$ cat src/rtl/fifo_port_out_mc_pkg.sv
// Shared defaults, lock state encoding and width helper for the multi-channel output port.
package fifo_port_out_mc_pkg;

  localparam int unsigned DEF_NCH       = 4;
  localparam int unsigned DEF_DW        = 32;
  localparam int unsigned DEF_TW        = 16;
  localparam int unsigned DEF_OUT_DEPTH = 16;
  localparam int unsigned DEF_CW        = 5;

  // Packet lock state: UNLOCK arbitrates freely, LOCK pins the grant to one channel.
  typedef enum logic {
    UNLOCK = 1'b0,
    LOCK   = 1'b1
  } lock_state_e;

  // Channel-id width; never below one bit so single-channel builds stay legal.
  function automatic int unsigned chw_of(input int unsigned n);
    return (n > 1) ? $clog2(n) : 1;
  endfunction

endpackage

$ cat src/rtl/fifo_port_out_mc_rr_arb.sv
// Round-robin arbiter with optional lock onto a single channel; purely combinational.
module fifo_port_rr_arb
  import fifo_port_out_mc_pkg::*;
#(
  parameter  int unsigned NCH = DEF_NCH,
  localparam int unsigned CHW = chw_of(NCH)
) (
  input  logic [NCH-1:0] req,
  input  logic [CHW-1:0] ptr,
  input  logic           lock_en,
  input  logic [CHW-1:0] lock_ch,
  output logic [NCH-1:0] gnt_c,
  output logic [CHW-1:0] gnt_idx_c,
  output logic           gnt_vld_c
);

  // Search ptr+1, ptr+2, ... mod NCH for the first requester, or only the lock channel when locked.
  always_comb begin
    int unsigned idx;
    gnt_c     = '0;
    gnt_idx_c = '0;
    gnt_vld_c = 1'b0;
    idx       = 0;
    if (lock_en) begin
      if (req[lock_ch]) begin
        gnt_vld_c = 1'b1;
        gnt_idx_c = lock_ch;
      end
    end else begin
      for (int unsigned k = 1; k <= NCH; k++) begin
        idx = (32'(ptr) + k) % NCH;
        if (!gnt_vld_c && req[CHW'(idx)]) begin
          gnt_vld_c = 1'b1;
          gnt_idx_c = CHW'(idx);
        end
      end
    end
    if (gnt_vld_c) begin
      gnt_c = NCH'(1) << gnt_idx_c;
    end
  end

endmodule

$ cat src/rtl/fifo_port_out_mc.sv
// Multi-channel output port: drains NCH show-ahead agent FIFOs into one downstream outfifo.
module fifo_port_out_mc
  import fifo_port_out_mc_pkg::*;
#(
  parameter  int unsigned NCH       = DEF_NCH,
  parameter  int unsigned DW        = DEF_DW,
  parameter  int unsigned TW        = DEF_TW,
  parameter  int unsigned OUT_DEPTH = DEF_OUT_DEPTH,
  parameter  int unsigned CW        = DEF_CW,
  parameter  int unsigned PKT_MODE  = 1,
  localparam int unsigned CHW       = chw_of(NCH)
) (
  input  logic              clock,
  input  logic              reset,
  input  logic [NCH*DW-1:0] fpo_data_from_agents,
  input  logic [NCH*TW-1:0] fpo_ptag_from_agents,
  input  logic [NCH-1:0]    fpo_eop_from_agents,
  input  logic [NCH-1:0]    fpo_empty_from_agents,
  output logic [NCH-1:0]    acc_rd_from_agents,
  input  logic              fp_outfifo_full,
  input  logic [CW-1:0]     fp_outfifo_full_count,
  output logic [DW-1:0]     fp_outfifo_data,
  output logic [TW-1:0]     fp_outfifo_pkt_tag,
  output logic              fp_outfifo_eop,
  output logic [CHW-1:0]    fp_outfifo_chan,
  output logic              fp_outfifo_write,
  output logic              arb_locked
);

  localparam int unsigned SW = CW + 1;

  lock_state_e    state_q, state_d;
  logic [CHW-1:0] ptr_q, ptr_d;
  logic [CHW-1:0] lock_ch_q, lock_ch_d;
  logic           locked_q;

  logic [NCH-1:0] req_c, gnt_c;
  logic [CHW-1:0] gnt_idx_c;
  logic           gnt_vld_c, lock_en_c, credit_ok_c, pop_c;
  logic [SW-1:0]  occ_sum_c;
  logic [DW-1:0]  head_data_c;
  logic [TW-1:0]  head_tag_c;
  logic           head_eop_c;

  assign req_c     = ~fpo_empty_from_agents;
  assign lock_en_c = (PKT_MODE != 0) && (state_q == LOCK);

  // Occupancy plus the beat about to land, widened so OUT_DEPTH itself never wraps.
  assign occ_sum_c   = {1'b0, fp_outfifo_full_count} + SW'(fp_outfifo_write);
  assign credit_ok_c = !fp_outfifo_full && (occ_sum_c < SW'(OUT_DEPTH));

  fifo_port_rr_arb #(
    .NCH (NCH)
  ) u_arb (
    .req       (req_c),
    .ptr       (ptr_q),
    .lock_en   (lock_en_c),
    .lock_ch   (lock_ch_q),
    .gnt_c     (gnt_c),
    .gnt_idx_c (gnt_idx_c),
    .gnt_vld_c (gnt_vld_c)
  );

  // A pop is issued only with credit, an eligible channel, and never while reset is held.
  assign pop_c              = credit_ok_c && gnt_vld_c && !reset;
  assign acc_rd_from_agents = pop_c ? gnt_c : '0;

  // Head-of-line fields of the granted channel.
  always_comb begin
    head_data_c = fpo_data_from_agents[32'(gnt_idx_c) * DW +: DW];
    head_tag_c  = fpo_ptag_from_agents[32'(gnt_idx_c) * TW +: TW];
    head_eop_c  = fpo_eop_from_agents[gnt_idx_c];
  end

  // Lock FSM, round-robin pointer and lock channel registers.
  always_ff @(posedge clock) begin
    if (reset) begin
      state_q   <= UNLOCK;
      ptr_q     <= CHW'(NCH - 1);
      lock_ch_q <= '0;
      locked_q  <= 1'b0;
    end else begin
      state_q   <= state_d;
      ptr_q     <= ptr_d;
      lock_ch_q <= lock_ch_d;
      locked_q  <= (state_d == LOCK);
    end
  end

  // Next-state: pointer follows every issued pop; lock opens on a non-eop beat, closes on eop.
  always_comb begin
    state_d   = state_q;
    ptr_d     = ptr_q;
    lock_ch_d = lock_ch_q;
    if (pop_c) begin
      ptr_d = gnt_idx_c;
      case (state_q)
        UNLOCK: begin
          if ((PKT_MODE != 0) && !head_eop_c) begin
            state_d   = LOCK;
            lock_ch_d = gnt_idx_c;
          end
        end
        LOCK: begin
          if (head_eop_c) begin
            state_d = UNLOCK;
          end
        end
        default: state_d = UNLOCK;
      endcase
    end
  end

  // Output register: the popped beat is written exactly one cycle after its pop.
  always_ff @(posedge clock) begin
    if (reset) begin
      fp_outfifo_write   <= 1'b0;
      fp_outfifo_data    <= '0;
      fp_outfifo_pkt_tag <= '0;
      fp_outfifo_eop     <= 1'b0;
      fp_outfifo_chan    <= '0;
    end else begin
      fp_outfifo_write <= pop_c;
      if (pop_c) begin
        fp_outfifo_data    <= head_data_c;
        fp_outfifo_pkt_tag <= head_tag_c;
        fp_outfifo_eop     <= head_eop_c;
        fp_outfifo_chan    <= gnt_idx_c;
      end
    end
  end

  assign arb_locked = locked_q;

endmodule

$ cat config.mk
export PLATFORM = sky130hd
export DESIGN_NAME = fifo_port_out_mc
export DESIGN_NICKNAME = d
export VERILOG_FILES = /design/src/rtl/fifo_port_out_mc_pkg.sv /design/src/rtl/fifo_port_out_mc_rr_arb.sv /design/src/rtl/fifo_port_out_mc.sv
export SDC_FILE = /design/constraint.sdc
export NUM_CORES = 1
export LEC_CHECK = 0
export BUFFER_PORTS_ARGS = -buffer_cell sky130_fd_sc_hd__buf_2
export CORE_AREA = 3 3 102 104
export CTS_CLUSTER_SIZE = 25
export DETAILED_ROUTE_END_ITERATION = 8
export DIE_AREA = 0 0 105 107
export PLACE_DENSITY = 0.83
export SYNTH_ARGS = -nofsm -noshare
export SYNTH_HDL_FRONTEND = slang
export SYNTH_HIERARCHICAL = 1
export SYNTH_SLANG_ARGS = --single-unit
$ cat constraint.sdc
create_clock -name clock -period 2.4 [get_ports clock]
set_input_delay 0.12 -clock clock [delete_from_list [all_inputs] [get_ports clock]]
set_output_delay 0.12 -clock clock [all_outputs]
set_load 0.005 [all_outputs]
==> impl_metrics.toml <==
[route]
drt-vias-per-instance = 5.08
finalWirelength_mm = 11.6
drt-initial-drc-count = 157
via_count = 3777
drt_pre_antenna_iters = 4
final_routed_wire_length_divided_by_cell_count_um = 15.7
antenna_violating_nets_post_route = 0
post-route-drc-count = 0

[logic_synthesis]
syn-num-nets = 558
syn_area_sq_um = 3470
synthesis.area_per_instance_sq_um = 9.90
synth_top_area_cell = "sky130_fd_sc_hd__dfxtp_1"
syn_inst = 350
synth_top_cell_area_share = 0.329
synth_cell_types = 34
synth-seq-area-share = 0.329
synthTopCellsByArea = "sky130_fd_sc_hd__dfxtp_1 33%, sky130_fd_sc_hd__mux4_2 32%, sky130_fd_sc_hd__nand2_1 12%"
yosysWarningCount = 6
synth.ff_latch_count = 57

[global_routing]
grt_util_all_layers = 0.197
gr-total-overflow = 0
grt_max_degree = 53
grt_first_pass_wirelength_mm = 17.9
number_of_antenna_violations_at_the_first_check_in_global_routing = 0
grt_pass1_vias = 3798

[cts]
cts_max_level = 3
clkLatencyLatePin_ns = 0.33
holdBufCountCts = 0
tritoncts = "built"
cts_root_buf = "sky130_fd_sc_hd__clkbuf_8"
clock_sinks = 57
post_cts.repair.setup_buffers = 0
cts_made_buffers = 9
cts.path.max_buffers = 2
clk_pin_slew_worst_paths_ns = 0.06

[worst_setup_path]
r2r-end = "lock_ch_q[1]"
timing.critical_path.to_type = "register"
worst_r2r_startpoint = "ptr_q[0]"
critPathRequiredTime_ns = 2.65
crit_type = "reg2reg"
reg2regPathDepth = 7
crit_fanout = 7
reg2reg_setup_slack_ns = 0.13
timing.critical_path.from_type = "register"
critPathArrivalTime_ns = 2.53
setup.worst_path.start = "ptr_q[0]"

[place]
place.detailed.hpwl_mm = 9.22
place.detailed.instances = 726
port-buffer-count = 264
pre_cts_slack_ns = 0.0125
gpl.final_weighted_congestion = 0.834

[timing]
fmax_mhz = 440
maxSlewHeadroom = 0.597
tightestPinTransition_ns = 0.604
finalMaxSlewViolations = 0
finalSetupViolCount = 0
layout_min_cycle_time_ns = 2.27
layout_setup_ws_ns = 0.128
layout_worst_path_cycle_share = 0.947
hold_viol_final = 0
finalSetupTns_ns = 0
timing.clock.skew_ns = 0.0100

[outcome]
run_status = "completed"

[finish]
finish.net_count = 813
utilization = 0.533
fillCellCount = 903
final_layout_size_suffix_gt1_frac = 0.583
layout-area-overhead-vs-synth_pct = 48.3
stdcell_count = 743

[die]
die-area_sq_um = 11200
core-area_sq_um = 9640
floorplan.io_pins = 265
die-width_um = 105
start_util = 0.360
dieHeight_um = 107
num_rows = 36

[run]
maxCapViolCount = 0

[power_and_ir_drop]
vdd_ir_drop_max_mv = 0.247
total_power_w = 0.00278
power.density_nw_per_um2 = 542
power.leakage_nw = 2.35

[worst_hold_path]
hold_path_depth = 4
hold_path.class = "in2reg"
hold_path.startpoint = "fp_outfifo_full_count[4]"
hold_path_end = "fp_outfifo_write"
[worst max-delay path by stage]
| stage | end | slack (ns) |
|---|---|---|
| after CTS | fp_outfifo_data[23] | 0.05 |
| final | lock_ch_q[1] | 0.13 |
| after global routing | acc_rd_from_agents[2] | -0.01 |
| after floorplan | fp_outfifo_data[10] | 0.34 |
| after detailed placement | fp_outfifo_data[23] | 0.01 |
| after global placement | fp_outfifo_data[7] | 0.18 |
[registers in the layout, summed over array words and instances (netlist names)]
name / flops
ptr_q: 2
fp_outfifo_eop: 1
fp_outfifo_chan: 2
lock_ch_q: 2
fp_outfifo_pkt_tag: 16
arb_locked: 1
fp_outfifo_write: 1
fp_outfifo_data: 32
[worst max-delay path, stage by stage, from the launching register on]
cell and delay (ns):
sky130_fd_sc_hd__dfxtp_1 0.38, sky130_fd_sc_hd__or2b_1 0.26, sky130_fd_sc_hd__a21oi_1 0.30, sky130_fd_sc_hd__o31ai_4 0.14, sky130_fd_sc_hd__nand2_4 0.17, sky130_fd_sc_hd__mux4_2 0.57, sky130_fd_sc_hd__nor3_4 0.18, sky130_fd_sc_hd__mux2i_1 0.21
[layout make-up]
| type | instances | area (sq um) | share of cell area |
|---|---|---|---|
| Tap cell | 133 | 166 | 0.0324 |
| Clock buffer | 11 | 141 | 0.0275 |
| Sequential cell | 57 | 1140 | 0.222 |
| Clock inverter | 4 | 20.0 | 0.00390 |
| Multi-Input combinational cell | 260 | 2200 | 0.427 |
| Timing Repair Buffer | 273 | 1460 | 0.283 |
| Inverter | 4 | 15.0 | 0.00292 |
| Antenna cell | 1 | 2.50 | 0.000487 |
[cell usage after synthesis]
cell                       number
sky130_fd_sc_hd__nor3b_2        1
sky130_fd_sc_hd__o21ai_2        1
sky130_fd_sc_hd__a21boi_0       1
sky130_fd_sc_hd__nand2_1      107
sky130_fd_sc_hd__nor2_1         5
sky130_fd_sc_hd__nand3_1        2
sky130_fd_sc_hd__nor3_4         1
sky130_fd_sc_hd__mux2_2         1
sky130_fd_sc_hd__o31ai_1        1
sky130_fd_sc_hd__a21oi_2        1
sky130_fd_sc_hd__buf_4          5
sky130_fd_sc_hd__nor4b_1        1
sky130_fd_sc_hd__buf_2         16
sky130_fd_sc_hd__buf_6          1
sky130_fd_sc_hd__nand3b_1       1
sky130_fd_sc_hd__mux2i_1        5
sky130_fd_sc_hd__inv_1          4
sky130_fd_sc_hd__o21a_1         1
sky130_fd_sc_hd__xnor2_1        1
sky130_fd_sc_hd__or2_2          1
sky130_fd_sc_hd__clkbuf_1       7
sky130_fd_sc_hd__or4b_4         1
sky130_fd_sc_hd__a21oi_1       57
sky130_fd_sc_hd__a221o_2        1
sky130_fd_sc_hd__or2b_1         1
sky130_fd_sc_hd__nand2b_1       6
sky130_fd_sc_hd__mux4_2        49
sky130_fd_sc_hd__o22ai_1        1
sky130_fd_sc_hd__o211ai_1       1
sky130_fd_sc_hd__and2_1         4
sky130_fd_sc_hd__a21boi_1       2
sky130_fd_sc_hd__or2b_2         4
sky130_fd_sc_hd__dfxtp_1       57
sky130_fd_sc_hd__nor3b_1        2
[layout by cell type, fill, tap and decap left out, types with 2 or more instances in the layout]
cell type / n
sky130_fd_sc_hd__nor2_1: 4
sky130_fd_sc_hd__inv_1: 4
sky130_fd_sc_hd__buf_2: 264
sky130_fd_sc_hd__dfxtp_1: 56
sky130_fd_sc_hd__nor3b_2: 2
sky130_fd_sc_hd__or2b_2: 4
sky130_fd_sc_hd__buf_4: 4
sky130_fd_sc_hd__and2_1: 4
sky130_fd_sc_hd__nand2b_1: 6
sky130_fd_sc_hd__mux2i_1: 5
sky130_fd_sc_hd__buf_12: 2
sky130_fd_sc_hd__clkinv_2: 4
sky130_fd_sc_hd__mux4_2: 49
sky130_fd_sc_hd__a21oi_1: 57
sky130_fd_sc_hd__nand3_1: 2
sky130_fd_sc_hd__clkbuf_8: 10
sky130_fd_sc_hd__nand2_1: 106
[cells by family (layout without fill, tap and decap cells)]
| kind of cell | Yosys count | count (layout) | share of synthesized area |
|---|---|---|---|
| buffers and inverters | 33 | 292 | 0.0491 |
| other | 0 | 1 | 0 |
| XOR/XNOR | 1 | 1 | 0.00253 |
| AND/OR/NAND/NOR | 137 | 137 | 0.178 |
| flip-flops | 57 | 57 | 0.329 |
| AO/OA/AOI/OAI | 67 | 67 | 0.105 |
| multiplexers | 55 | 55 | 0.336 |
[metrics by stage]
stage	hold slack (ns)	area [sq um]
3_5_place_dp	0.445	4910
2_1_floorplan	0.222	3470
4_1_cts	0.154	5080
3_3_place_gp	0.439	4910
5_1_grt	0.132	5140
6_report	0.142	5140
[routing by layer]
layer,vias up,global-route usage,share of wire
met5,-,0,0
met4,0,0.0609,0.020
met3,19,0.0620,0.086
met2,207,0.362,0.54
met1,1777,0.216,0.36
li1,1774,-,-
[power by group]
part | total (W) | switching (W) | internal (W)
Combinational | 0.000971 | 0.000411 | 0.000560
Clock | 0.000752 | 0.000362 | 0.000389
Sequential | 0.00106 | 0.0000448 | 0.00102
[repair_timing]
item                                    in CTS  in global routing
hold endpoints to repair                     0                  0
endpoints found under the setup margin       3                 48
gates resized for setup                      2                  6
cloned                                       0                  1
Note: power is estimated with default switching activity, not from simulation.
